## config.mk

```make
export PLATFORM = sky130hd
export DESIGN_NAME = router_xy_mesh
export DESIGN_NICKNAME = d
export VERILOG_FILES = /design/src/rtl/router_pkg.sv /design/src/rtl/router_fifo.sv /design/src/rtl/router_xy_mesh.sv
export SDC_FILE = /design/constraint.sdc
export NUM_CORES = 2
export LEC_CHECK = 0
export CORE_ASPECT_RATIO = 0.6
export CORE_UTILIZATION = 35
export DETAILED_ROUTE_END_ITERATION = 7
export PLACE_DENSITY = 0.57
export SLEW_MARGIN = 20
export SYNTH_ARGS = -nofsm -noshare
export SYNTH_HDL_FRONTEND = slang
export SYNTH_SLANG_ARGS = --single-unit
```

## constraint.sdc

```tcl
create_clock -name clk -period 6.6 [get_ports clk]
set_clock_uncertainty 0.1 [all_clocks]
set_input_delay 1.32 -clock clk [delete_from_list [all_inputs] [get_ports clk]]
set_output_delay 1.32 -clock clk [all_outputs]
set_load 0.01 [all_outputs]
```

## src/rtl/router_pkg.sv

```systemverilog
// router_pkg: shared constants and route decode for the XY mesh router.
//   port_e       : port indices (LOCAL, EAST, WEST, NORTH, SOUTH)
//   NUM_PORTS    : number of router ports
//   DEF_*        : default packet field widths
//   route_decode : dimension-ordered (X first, then Y) output selection
package router_pkg;

   typedef enum logic [2:0] {
      LOCAL = 3'd0,
      EAST  = 3'd1,
      WEST  = 3'd2,
      NORTH = 3'd3,
      SOUTH = 3'd4
   } port_e;

   localparam int unsigned NUM_PORTS  = 5;
   localparam int unsigned DEF_DATA_W = 40;
   localparam int unsigned DEF_X_W    = 3;
   localparam int unsigned DEF_Y_W    = 1;

   function automatic port_e route_decode(input int unsigned dx,
                                          input int unsigned dy,
                                          input int unsigned lx,
                                          input int unsigned ly);
      if (dx > lx)      return EAST;
      else if (dx < lx) return WEST;
      else if (dy < ly) return NORTH;
      else if (dy > ly) return SOUTH;
      else              return LOCAL;
   endfunction

endpackage

```

## src/rtl/router_fifo.sv

```systemverilog
// router_fifo: synchronous FIFO used as one router input buffer.
//   clk, rst   : clock, synchronous active-high reset
//   push       : write push_data (ignored while full)
//   pop        : discard head entry (ignored while empty)
//   head       : oldest entry, valid when !empty
//   count      : number of stored entries (0..DEPTH)
//   full/empty : count == DEPTH / count == 0
module router_fifo #(
   parameter int unsigned WIDTH = 44,
   parameter int unsigned DEPTH = 2
) (
   input  logic                     clk,
   input  logic                     rst,
   input  logic                     push,
   input  logic [WIDTH-1:0]         push_data,
   input  logic                     pop,
   output logic [WIDTH-1:0]         head,
   output logic [$clog2(DEPTH):0]   count,
   output logic                     full,
   output logic                     empty
);

   localparam int unsigned AW    = $clog2(DEPTH);
   localparam int unsigned CNT_W = AW + 1;

   logic [WIDTH-1:0] mem_q [DEPTH];
   logic [WIDTH-1:0] mem_d [DEPTH];
   logic [AW-1:0]    rd_ptr_q, rd_ptr_d;
   logic [AW-1:0]    wr_ptr_q, wr_ptr_d;
   logic [CNT_W-1:0] count_q, count_d;
   logic             do_push, do_pop;

   assign full  = (count_q == CNT_W'(DEPTH));
   assign empty = (count_q == '0);
   assign head  = mem_q[rd_ptr_q];
   assign count = count_q;

   // Pointers are AW bits wide and DEPTH is a power of two, so they wrap naturally.
   always_comb begin
      mem_d    = mem_q;
      rd_ptr_d = rd_ptr_q;
      wr_ptr_d = wr_ptr_q;
      do_push  = push & ~full;
      do_pop   = pop & ~empty;
      if (do_push) begin
         mem_d[wr_ptr_q] = push_data;
         wr_ptr_d        = wr_ptr_q + 1'b1;
      end
      if (do_pop) begin
         rd_ptr_d = rd_ptr_q + 1'b1;
      end
      case ({do_push, do_pop})
         2'b10:   count_d = count_q + 1'b1;
         2'b01:   count_d = count_q - 1'b1;
         default: count_d = count_q;
      endcase
   end

   always_ff @(posedge clk) begin
      if (rst) begin
         mem_q    <= '{default: '0};
         rd_ptr_q <= '0;
         wr_ptr_q <= '0;
         count_q  <= '0;
      end else begin
         mem_q    <= mem_d;
         rd_ptr_q <= rd_ptr_d;
         wr_ptr_q <= wr_ptr_d;
         count_q  <= count_d;
      end
   end

endmodule

```

## src/rtl/router_xy_mesh.sv

```systemverilog
// router_xy_mesh: 5-port dimension-ordered (XY) mesh router.
// Each input has a small FIFO; each output has a round-robin arbiter and a
// single output register with valid/ready handshake.
//   clk, rst  : clock, synchronous active-high reset
//   in_valid  : per-port packet valid (0 LOCAL, 1 EAST, 2 WEST, 3 NORTH, 4 SOUTH)
//   in_ready  : per-port input FIFO has room (from registered count)
//   in_pack   : per-port packet {dest_y, dest_x, payload}
//   out_valid : per-port output register holds a packet
//   out_ready : per-port downstream accept
//   out_pack  : per-port outgoing packet (LOCAL carries payload only)
module router_xy_mesh
   import router_pkg::*;
#(
   parameter int unsigned DATA_W     = DEF_DATA_W,
   parameter int unsigned X_W        = DEF_X_W,
   parameter int unsigned Y_W        = DEF_Y_W,
   parameter int unsigned PACK_W     = DATA_W + X_W + Y_W,
   parameter int unsigned LOCAL_X    = 0,
   parameter int unsigned LOCAL_Y    = 0,
   parameter int unsigned FIFO_DEPTH = 2
) (
   input  logic                               clk,
   input  logic                               rst,
   input  logic [NUM_PORTS-1:0]               in_valid,
   output logic [NUM_PORTS-1:0]               in_ready,
   input  logic [NUM_PORTS-1:0][PACK_W-1:0]   in_pack,
   output logic [NUM_PORTS-1:0]               out_valid,
   input  logic [NUM_PORTS-1:0]               out_ready,
   output logic [NUM_PORTS-1:0][PACK_W-1:0]   out_pack
);

   localparam int unsigned CNT_W = $clog2(FIFO_DEPTH) + 1;

   logic [NUM_PORTS-1:0][PACK_W-1:0] head;
   logic [NUM_PORTS-1:0][CNT_W-1:0]  count;
   logic [NUM_PORTS-1:0]             full, empty, push, pop;
   port_e                            route [NUM_PORTS];

   logic [NUM_PORTS-1:0]             out_valid_q, out_valid_d;
   logic [NUM_PORTS-1:0][PACK_W-1:0] out_pack_q, out_pack_d;
   logic [NUM_PORTS-1:0][2:0]        rr_ptr_q, rr_ptr_d;

   logic       arb_found;
   logic [2:0] arb_gsel, arb_idx;

   for (genvar i = 0; i < NUM_PORTS; i++) begin : g_in
      router_fifo #(
         .WIDTH (PACK_W),
         .DEPTH (FIFO_DEPTH)
      ) u_fifo (
         .clk       (clk),
         .rst       (rst),
         .push      (push[i]),
         .push_data (in_pack[i]),
         .pop       (pop[i]),
         .head      (head[i]),
         .count     (count[i]),
         .full      (full[i]),
         .empty     (empty[i])
      );

      assign in_ready[i] = (count[i] < CNT_W'(FIFO_DEPTH));
      assign push[i]     = in_valid[i] & ~full[i];
      assign route[i]    = route_decode(32'(head[i][PACK_W-Y_W-1 -: X_W]),
                                        32'(head[i][PACK_W-1 -: Y_W]),
                                        LOCAL_X, LOCAL_Y);
   end

   // Every head targets exactly one output, so per-output grants never
   // collide on the same FIFO and pops can simply be OR-ed together.
   always_comb begin
      pop         = '0;
      out_valid_d = out_valid_q;
      out_pack_d  = out_pack_q;
      rr_ptr_d    = rr_ptr_q;
      arb_found   = 1'b0;
      arb_gsel    = '0;
      arb_idx     = '0;
      for (int unsigned o = 0; o < NUM_PORTS; o++) begin
         arb_found = 1'b0;
         arb_gsel  = '0;
         for (int unsigned k = 0; k < NUM_PORTS; k++) begin
            arb_idx = 3'((32'(rr_ptr_q[o]) + k) % NUM_PORTS);
            if (!arb_found && !empty[arb_idx] && (32'(route[arb_idx]) == o)) begin
               arb_found = 1'b1;
               arb_gsel  = arb_idx;
            end
         end
         if (!out_valid_q[o] || out_ready[o]) begin
            out_valid_d[o] = arb_found;
            if (arb_found) begin
               pop[arb_gsel] = 1'b1;
               rr_ptr_d[o]   = 3'((32'(arb_gsel) + 1) % NUM_PORTS);
               if (o == 32'(LOCAL)) begin
                  out_pack_d[o] = {{(PACK_W-DATA_W){1'b0}}, head[arb_gsel][DATA_W-1:0]};
               end else begin
                  out_pack_d[o] = head[arb_gsel];
               end
            end
         end
      end
   end

   always_ff @(posedge clk) begin
      if (rst) begin
         out_valid_q <= '0;
         out_pack_q  <= '0;
         rr_ptr_q    <= '0;
      end else begin
         out_valid_q <= out_valid_d;
         out_pack_q  <= out_pack_d;
         rr_ptr_q    <= rr_ptr_d;
      end
   end

   assign out_valid = out_valid_q;
   assign out_pack  = out_pack_q;

endmodule
```

==> results.sh <==
export IMPL_synthArstFlopShare_pct=0
export IMPL_syn_inst=4391
export IMPL_dr_pass1_iters=8
export IMPL_p_leak_nw=14.7
export IMPL_hp_class="flop to flop"
export IMPL_syn_mean_instance_area_um2=7.65
export IMPL_hold_viol=0
export IMPL_die_area_um2=97200
export IMPL_placed_cell_area_um2=38400
export IMPL_cap_violations=0
export IMPL_drtIter0Drc=4319
export IMPL_drive_above_1_share_pct=9.31
export IMPL_cpLargestDelayFamily="simple AND/OR/NAND/NOR gates"
export IMPL_end_kind="flop"
export IMPL_start_util_pct=35.5
export IMPL_layout_setup_ws_ps=395
export IMPL_vdd_drop_max_mv=0.990
export IMPL_synthFlopType="dfxtp_1"
export IMPL_ant_nets=0
export IMPL_grt_util_met1_pct=44.5
export IMPL_root_buffer="clkbuf_16"
export IMPL_die_x_um=402
export IMPL_violations="design-rule violations"
export IMPL_r2r_end="rr_ptr_q[13]"
export IMPL_cts_sinks=600
export IMPL_min_period_ps=6200
export IMPL_clk_pin_slew_worst_paths_ps=70
export IMPL_crit_chain="inv_1, ha_2, inv_1, ha_2, inv_1, ha_1, nor3_2, nor2_2, xnor2_2, ha_1, nand2b_1, o211ai_1, a21o_1, nand2_1, o2111a_1, or3_1, and3_1, o41ai_4, buf_6, ha_1, nand2_1, mux2_4, or3_1, a311oi_1"
export IMPL_ys_seq_elements=600
export IMPL_rsz0062_at_grt="false"
export IMPL_setup_tns_ps=0
export IMPL_avgViaCountPerCell=5.64
export IMPL_cts_buffer_depth=3
export IMPL_slowest_delay_ps=550
export IMPL_seq_area_frac_synth_pct=35.8
export IMPL_relSlewSlack_pct=22.7
export IMPL_vias=33500
export IMPL_whs_ps=352
export IMPL_reg2reg_depth=24
export IMPL_critical_path_required_ps=7060
export IMPL_slowest_stage="o41ai_4"
export IMPL_crit_fanout=21
export IMPL_holdPathStages=2
export IMPL_critPathBufInv=4
export IMPL_synth_cell_types=111
export IMPL_pre_cts_ws_ps=498
export IMPL_hold_path_startpoint="g_in[0].u_fifo.mem_q[4]"
export IMPL_synthToLayoutAreaGrowth_pct=21.2
export IMPL_grt_pass1_wl_um=204000
export IMPL_grt_pass1_vias=29300
export IMPL_critPathKind="flop to flop"
export IMPL_tightest_slew_ps=1160
export IMPL_use_met2_pct=34.0
export IMPL_synthesis_area_um2=33600
export IMPL_ys_warn_count=0
export IMPL_max_freq_mhz=161
export IMPL_synth_edf_count=0
export IMPL_power_density_nw_per_um2=672
export IMPL_drc=2
export IMPL_start_kind="flop"
export IMPL_status="finished with violations"
export IMPL_gp_congestion=0.956
export IMPL_grt_usage_pct=27.6
export IMPL_cts_tree="built"
export IMPL_insertion_delay_ps=660
export IMPL_reg2reg_slack_ps=400
export IMPL_core_area_um2=94500
export IMPL_wl_um=141000
export IMPL_p_total_mw=27.4
export IMPL_drv_slew=0
export IMPL_worstPathArrival_ps=6670
export IMPL_wire_per_inst_um=23.8
export IMPL_cts_buffers=60
export IMPL_setup_viol=0
export IMPL_hold_end="g_in[0].u_fifo.mem_q[4]"
export IMPL_grt_use_met3_pct=9.07
export IMPL_worst_r2r_startpoint="rr_ptr_q[13]"
export IMPL_hpwl_um=104000
export IMPL_timing_final_crit_share_pct=94.0
export IMPL_dieHeight_um=242
export IMPL_grt_busiest_layer="met1"
export IMPL_grt_max_degree=113
export IMPL_ios=462
export IMPL_grt_ovfl_total=0
export IMPL_nNetsFinal=4943
export IMPL_num_rows=87
export IMPL_h_tree_depth=2
export IMPL_port_buffers=365
export IMPL_antenna_found_initial=28
export IMPL_final_area_um2=40700
## worst register-to-register path, delay by kind of cell (launching register included)
family | cells | cell delay (ps)
simple gates | 8 | 1640
compound gates | 5 | 1520
fa+ha+maj | 5 | 1370
flops | 1 | 440
buf+inv | 4 | 590
xor+xnor | 1 | 150
mux | 1 | 280
## power by group
part	switching (mW)	internal, mW	total, mW	leakage (nW)
Sequential	0.373	4.13	4.51	4.91
Combinational	12.6	6.32	18.9	8.70
Clock	1.65	2.27	3.92	1.07
## worst max path at each step
stage,startpoint,endpoint,slack (ps),cells after the start
floorplan,rr_ptr_q[0],rr_ptr_q[1],60,30
global placement,rr_ptr_q[2],rr_ptr_q[1],460,25
detailed placement,rr_ptr_q[1],rr_ptr_q[1],500,29
CTS,rr_ptr_q[13],rr_ptr_q[13],420,24
global route,rr_ptr_q[2],rr_ptr_q[1],20,26
finish,rr_ptr_q[13],rr_ptr_q[13],400,24
## sequential cells by signal, summed over array words and instances, names as in the netlist
signal / count
g_in.u_fifo.rd_ptr_q: 5
out_pack: 128
out_valid: 3
g_in.u_fifo.wr_ptr_q: 5
g_in.u_fifo.count: 10
rr_ptr_q: 9
g_in.u_fifo.mem_q: 440
## cell families after synthesis
| group | Yosys count | synth area share [%] |
|---|---|---|
| buffers and inverters | 554 | 7.45 |
| other | 1 | 0.0112 |
| flip-flops | 600 | 35.8 |
| AO/OA/AOI/OAI | 1271 | 24.2 |
| adder cells (fa/ha/maj) | 79 | 2.94 |
| AND/OR/NAND/NOR | 1570 | 19.8 |
| multiplexers | 286 | 8.98 |
| XOR/XNOR | 30 | 0.906 |
## synthesized netlist by cell type, drive strengths merged (9+ instances only)
master,number,area (um2)
nand2,1033,3880
dfxtp,600,12000
a21oi,577,2910
clkbuf,259,972
nor2,252,953
mux2i,195,1960
o21ai,163,816
buf,162,1030
inv,130,488
a211oi,124,946
nor3,104,536
mux2,89,1010
ha,79,988
o32ai,50,464
a221oi,48,427
o221ai,46,403
o22ai,39,256
a31oi,34,228
o211ai,34,255
nand2b,26,163
a32oi,25,219
xnor2,21,218
nor4,19,119
nand3,17,85.1
o21a,17,128
or3,16,100
nor2b,14,87.6
and2,13,81.3
nor4b,11,118
or2,10,62.6
a2111oi,9,78.8
a211o,9,78.8
nand4,9,56.3
xor2,9,86.3
## final cells by class
cell class / instances / area (um2)
clock inverter: 35 / 509
fill: 9558 / 53800
clock buffer: 79 / 1710
tap: 1246 / 1560
timing repair buffer: 507 / 4790
multi-input combinational: 3330 / 19600
antenna: 5 / 12.5
inverter: 133 / 500
sequential: 600 / 12000
## cells in the final DEF, fill, tap and decap left out, types with 9 or more instances in the layout
| cell | Yosys | routed |
|---|---|---|
| a211o_1 | 9 | 9 |
| a211oi_1 | 121 | 120 |
| a21oi_1 | 574 | 573 |
| a221oi_1 | 47 | 47 |
| a31oi_1 | 33 | 33 |
| a32oi_1 | 25 | 25 |
| and2_1 | 13 | 12 |
| buf_4 | 96 | 136 |
| bufinv_16 | 0 | 11 |
| clkbuf_16 | 0 | 61 |
| clkbuf_8 | 0 | 12 |
| clkdlybuf4s50_1 | 0 | 364 |
| conb_1 | 1 | 94 |
| dfxtp_1 | 600 | 594 |
| ha_1 | 79 | 77 |
| inv_1 | 125 | 124 |
| mux2_2 | 82 | 82 |
| mux2i_1 | 194 | 194 |
| nand2_1 | 1031 | 1030 |
| nand2b_1 | 26 | 26 |
| nand3_1 | 17 | 16 |
| nand4_1 | 9 | 9 |
| nor2_1 | 249 | 238 |
| nor2b_1 | 14 | 14 |
| nor3_1 | 101 | 100 |
| nor4_1 | 19 | 19 |
| o211ai_1 | 34 | 34 |
| o21a_1 | 17 | 17 |
| o21ai_0 | 155 | 155 |
| o221ai_1 | 46 | 46 |
| o22ai_1 | 37 | 37 |
| o32ai_1 | 48 | 48 |
| or2_2 | 9 | 9 |
| or3_1 | 16 | 16 |
| xnor2_1 | 18 | 18 |
## what timing repair did
action / in CTS / in global routing
setup buffers: 0 / 1
gates resized for setup: 0 / 9
endpoints found under the setup margin: 0 / 5
hold buffers: 0 / 0
## metal layers
layer	vias to the layer above	wire length, um
met5	-	289
met4	44	2650
met3	164	17300
met2	1615	51200
met1	15900	69600
li1	15800	-
## metrics by stage
stage | util, % | instances
global route | 43.1 | 5934
floorplan | - | 4484
global placement | 40.6 | 5813
finish | 43.1 | 5935
detailed placement | 40.6 | 5813
CTS | 43.0 | 5927
(Power assumes the default switching activity.)
